File: src/rtl/adder_bist_ctrl.sv
// ============================================================================
//  Module   : adder_bist_ctrl
//  Brief    : Self-test controller for half/full adder blocks. Sweeps every
//             {a,b} operand pair into an adder under test, compares the
//             returned {carry,sum} against a+b and reports pass/fail, the
//             mismatch count and the first failing operand pair.
//  Revision : 1.0  initial release
// ============================================================================
`default_nettype none

module adder_bist_ctrl #(
    parameter int WIDTH  = 1,
    parameter int SETTLE = 1     // cycles a/b are held before sampling, 1..15
) (
    input  logic               clk,
    input  logic               rst_n,
    input  logic               start_i,
    input  logic               abort_i,
    output logic [WIDTH-1:0]   a_o,
    output logic [WIDTH-1:0]   b_o,
    input  logic [WIDTH-1:0]   sum_i,
    input  logic               carry_i,
    output logic               busy_o,
    output logic               done_o,
    output logic               pass_o,
    output logic [2*WIDTH:0]   err_count_o,
    output logic [WIDTH-1:0]   fail_a_o,
    output logic [WIDTH-1:0]   fail_b_o
);

    localparam int             VW        = 2 * WIDTH;
    localparam logic [VW-1:0]  V_LAST    = '1;
    localparam logic [3:0]     SETTLE_M1 = 4'(SETTLE - 1);

    typedef enum logic [1:0] {
        S_IDLE  = 2'd0,
        S_APPLY = 2'd1,
        S_CHECK = 2'd2,
        S_DONE  = 2'd3
    } state_t;

    state_t          state_q, state_d;
    logic [VW-1:0]   v_q, v_d;           // vector index, {a,b} = v
    logic [3:0]      wait_q, wait_d;     // settle cycles spent in APPLY
    logic [VW:0]     err_q, err_d;
    logic [WIDTH-1:0] fail_a_q, fail_a_d;
    logic [WIDTH-1:0] fail_b_q, fail_b_d;

    logic [WIDTH:0]  w_expect;
    logic            w_match;
    logic            w_mismatch;

    assign a_o      = v_q[VW-1:WIDTH];
    assign b_o      = v_q[WIDTH-1:0];
    assign w_expect = {1'b0, a_o} + {1'b0, b_o};
    assign w_match  = ({carry_i, sum_i} == w_expect);

    // Mismatch unless the compare is a clean 1, so X/Z responses count as failures
    always_comb begin
        w_mismatch = 1'b1;
        if (w_match) begin
            w_mismatch = 1'b0;
        end
    end

    // Next-state logic: sweep sequencing, abort handling and result capture
    always_comb begin
        state_d  = state_q;
        v_d      = v_q;
        wait_d   = wait_q;
        err_d    = err_q;
        fail_a_d = fail_a_q;
        fail_b_d = fail_b_q;
        case (state_q)
            S_IDLE: begin
                if (start_i && !abort_i) begin
                    state_d  = S_APPLY;
                    v_d      = '0;
                    wait_d   = '0;
                    err_d    = '0;
                    fail_a_d = '0;
                    fail_b_d = '0;
                end
            end
            S_APPLY: begin
                if (abort_i) begin
                    state_d = S_IDLE;
                    v_d     = '0;
                    wait_d  = '0;
                end else if (wait_q == SETTLE_M1) begin
                    state_d = S_CHECK;
                    wait_d  = '0;
                end else begin
                    wait_d = wait_q + 4'd1;
                end
            end
            S_CHECK: begin
                if (abort_i) begin
                    state_d = S_IDLE;
                    v_d     = '0;
                end else begin
                    if (w_mismatch) begin
                        err_d = err_q + 1'b1;
                        if (err_q == '0) begin
                            fail_a_d = a_o;
                            fail_b_d = b_o;
                        end
                    end
                    // The last vector ends the sweep without wrapping the index
                    if (v_q == V_LAST) begin
                        state_d = S_DONE;
                    end else begin
                        state_d = S_APPLY;
                        v_d     = v_q + 1'b1;
                    end
                end
            end
            S_DONE: begin
                if (start_i && abort_i) begin
                    state_d = S_IDLE;
                end else if (start_i) begin
                    state_d  = S_APPLY;
                    v_d      = '0;
                    wait_d   = '0;
                    err_d    = '0;
                    fail_a_d = '0;
                    fail_b_d = '0;
                end
            end
            default: begin
                state_d = S_IDLE;
            end
        endcase
    end

    // State and result registers with asynchronous clear
    always_ff @(posedge clk or negedge rst_n) begin
        if (!rst_n) begin
            state_q  <= S_IDLE;
            v_q      <= '0;
            wait_q   <= '0;
            err_q    <= '0;
            fail_a_q <= '0;
            fail_b_q <= '0;
        end else begin
            state_q  <= state_d;
            v_q      <= v_d;
            wait_q   <= wait_d;
            err_q    <= err_d;
            fail_a_q <= fail_a_d;
            fail_b_q <= fail_b_d;
        end
    end

    assign busy_o      = (state_q == S_APPLY) || (state_q == S_CHECK);
    assign done_o      = (state_q == S_DONE);
    assign pass_o      = done_o && (err_q == '0);
    assign err_count_o = err_q;
    assign fail_a_o    = fail_a_q;
    assign fail_b_o    = fail_b_q;

endmodule

`default_nettype wire

File: config.mk
export PLATFORM = sky130hd
export DESIGN_NAME = adder_bist_ctrl
export DESIGN_NICKNAME = d
export VERILOG_FILES = /design/src/rtl/adder_bist_ctrl.sv
export SDC_FILE = /design/constraint.sdc
export NUM_CORES = 1
export LEC_CHECK = 0
export BUFFER_PORTS_ARGS = -buffer_cell sky130_fd_sc_hd__buf_2
export CORE_UTILIZATION = 35
export DETAILED_ROUTE_END_ITERATION = 10
export GPL_TIMING_DRIVEN = 0
export PLACE_DENSITY = 0.54
export SYNTH_ARGS = -nofsm -noshare
export SYNTH_HDL_FRONTEND = slang
export SYNTH_SLANG_ARGS = --single-unit
File: constraint.sdc
create_clock -name clk -period 5 [get_ports clk]
set_input_delay 0.25 -clock clk [delete_from_list [all_inputs] [get_ports clk]]
set_output_delay 0.25 -clock clk [all_outputs]
set_load 0.005 [all_outputs]
==> results_dict.tcl <==
set metrics [dict create \
    skew_ns 0.00367 \
    grt_antenna_before_repair 0 \
    worstMarginPinSlew_ns 0.418 \
    power_w 0.000385 \
    cp_slowest_stage_delay_ns 0.39 \
    layout_commonest_cell "buf_2" \
    crit_path_max_fanout 6 \
    numCtsBuffers 3 \
    crit_type "reg2reg" \
    n_antenna_cell 0 \
    gp_congestion 0.734 \
    clock_latency_ns 0.27 \
    synth_seq_cells 13 \
    crit_arrival_ns 2.09 \
    setup_viol_count_final 0 \
    hold_viol 0 \
    cts_htree_levels 1 \
    die_h_um 52.7 \
    drt_iter0_drc 5 \
    overflow 0 \
    drt-pass1-iter-count 4 \
    drc 0 \
    period_minus_slack_ns 1.92 \
    viasPerCell 5.13 \
    ir_drop_mv 0.221 \
    layout-drive-gt1-share_pct 22.7 \
    die_w_um 52.7 \
    status "completed" \
    cts.clk_slew.worst_paths_ns 0.08 \
    path_cells "inv_1, ha_1, or2_2, a21oi_1, o21ai_0, a32o_1" \
    grt_max_degree 14 \
    power.leakage_nw 0.521 \
    cts_tree "done" \
    core-area_um2 2450 \
    pin_count 16 \
    cts-root-buf "clkbuf_4" \
    yosysSeqAreaShare_pct 36.2 \
    p_clk_share_pct 16.8 \
    syn2layout_area_growth_pct 16.6 \
    cts_setup_buffers 0 \
    wl_um 1840 \
    ys.warnings.count 0 \
    final_cell_mix "buf_2, dfrtp_1, ha_1" \
    dieArea_um2 2780 \
    fin_setup_tns_ns 0 \
    syn_inst 99 \
    synth.distinct_cells 31 \
    hold_path.class "in2async" \
    period_share_pct 38.5 \
    track_usage_pct 15.2 \
    clockBufferDepth 2 \
    startpoint_type "register" \
    slew_violations 0 \
    cp-end-kind "register" \
    num_rows 18 \
    grt_pass1_wl_um 3050 \
    internal_power_w 0.000225 \
    switching_share_pct 41.6 \
    synth_area_um2 900 \
    fin_nets 136 \
    syn_avg_cell_area_um2 9.09 \
    io_buffers 15 \
    first_global_vias 710 \
    initial_core_util_pct 36.6 \
    post_drt_wl_per_cell_um 12.3 \
    required_ns 5.17 \
    cts.sinks 13 \
    slew_headroom_pct 72.1 \
    p_sw_w 0.000160 \
    final_antenna_net_count 0 \
    fillCellCount 267 \
    vias 765 \
    rsz0062_at_grt "false" \
    cp_slowest_cell "dfrtp_1" \
    drv_cap 0 \
    max_freq_mhz 520 \
    dp_hpwl_um 1440 \
    pwr-share-seq_pct 32.9 \
    syn_nets 115 \
    combPwrFrac_pct 50.3 \
    powerDensity_nw_per_um2 367 \
]
state kept, by name, summed over array words and instances (netlist names):
signal and count:
wait_q 4, err_count_o 3, state_q 2, v_q 2, fail_a_o 1, fail_b_o 1
synth_stat cells:
| cell type | n | area (um2) |
|---|---|---|
| o211ai_2 | 2 | 25.0 |
| dfrtp_1 | 13 | 325 |
| a22o_1 | 1 | 8.76 |
| a21oi_1 | 8 | 40.0 |
| buf_2 | 1 | 5.00 |
| or2_1 | 1 | 6.26 |
| nand4_1 | 1 | 6.26 |
| or2_4 | 1 | 8.76 |
| mux2_2 | 3 | 33.8 |
| nand2b_1 | 5 | 31.3 |
| a21o_1 | 1 | 7.51 |
| clkbuf_1 | 1 | 3.75 |
| nor3_1 | 1 | 5.00 |
| nand2_1 | 8 | 30.0 |
| mux2i_1 | 1 | 10.0 |
| o2bb2ai_1 | 1 | 8.76 |
| ha_1 | 10 | 125 |
| and3_1 | 2 | 12.5 |
| nand3_1 | 3 | 15.0 |
| o211ai_1 | 1 | 7.51 |
| o21ai_0 | 8 | 40.0 |
| nor3b_1 | 2 | 15.0 |
| a2111o_1 | 1 | 11.3 |
| inv_1 | 9 | 33.8 |
| nor2b_1 | 1 | 6.26 |
| a32o_1 | 1 | 10.0 |
| a21o_2 | 1 | 8.76 |
| or2_2 | 1 | 6.26 |
| nand4b_1 | 1 | 8.76 |
| xnor2_1 | 2 | 17.5 |
| nor2_1 | 7 | 26.3 |
power by group through the flow:
stage	logic, W	clock network (W)	registers [W]
final	0.000194	0.0000645	0.000127
after global placement	0.000191	0	0.000128
after global routing	0.000221	0.0000714	0.000128
after floorplan	0.000142	0	0.000127
after CTS	0.000197	0.0000697	0.000127
after detailed placement	0.000195	0	0.000129
metrics by stage:
| step | utilization (%) | instances | hold slack [ns] | instance area, um2 | setup WS, ns |
|---|---|---|---|---|---|
| after CTS | 42.7 | 149 | 0.385 | 1050 | 3.07 |
| after global routing | 42.7 | 149 | 0.411 | 1050 | 2.94 |
| after global placement | 41.2 | 144 | 0.158 | 1010 | 3.15 |
| final | 42.7 | 149 | 0.391 | 1050 | 3.08 |
| after detailed placement | 41.2 | 144 | 0.161 | 1010 | 3.08 |
| after floorplan | - | 99 | -0.0456 | 900 | 3.29 |
kinds of logic after synthesis:
logic type | share of synthesized area (%)
simple gates | 19.8
compound gates | 18.6
fa+ha+maj | 13.9
mux | 4.87
flops | 36.2
buf+inv | 4.73
xor+xnor | 1.95
worst max-delay path, delay by kind of cell, from the launching register on:
kind            cells  cell delay, ns
compound gates      3            0.77
fa+ha+maj           1            0.24
buf+inv             1            0.11
flops               1            0.39
simple gates        1            0.32
worst paths after layout:
check / startpoint / end / slack, ns / cells past startpoint
worst max register to register: state_q[0] / wait_q[3] / 3.08 / 6
min in group clk: abort_i / v_q[0] / 0.41 / 3
worst min register to register: fail_b_o / fail_b_o / 0.53 / 2
max in group asynchronous: rst_n / state_q[0] / 4.38 / 2
worst max-delay path: state_q[0] / wait_q[3] / 3.08 / 6
worst min-delay path: rst_n / err_count_o[1] / 0.39 / 2
final cells by class:
type | instances | area [um2] | area share, %
inverter | 9 | 33.8 | 3.22
timing repair buffer | 16 | 85.1 | 8.11
multi-input combinational | 75 | 532 | 50.7
buffer | 2 | 8.76 | 0.835
tap | 30 | 37.5 | 3.58
sequential | 13 | 325 | 31.0
clock buffer | 4 | 26.3 | 2.51
repair_timing:
item | 4_1_cts | 5_1_grt
hold buffers | 1 | 0
hold endpoints to repair | 13 | 0
gates resized for setup | 0 | 0
metal layers:
metal / up-vias / track usage, % / share of wire (%)
met3: 2 / 5.22 / 2.6
met5: - / 0 / 0
li1: 386 / - / -
met2: 6 / 26.6 / 51
met4: 0 / 3.95 / 0.82
met1: 371 / 17.3 / 45
(Power assumes the default switching activity.)
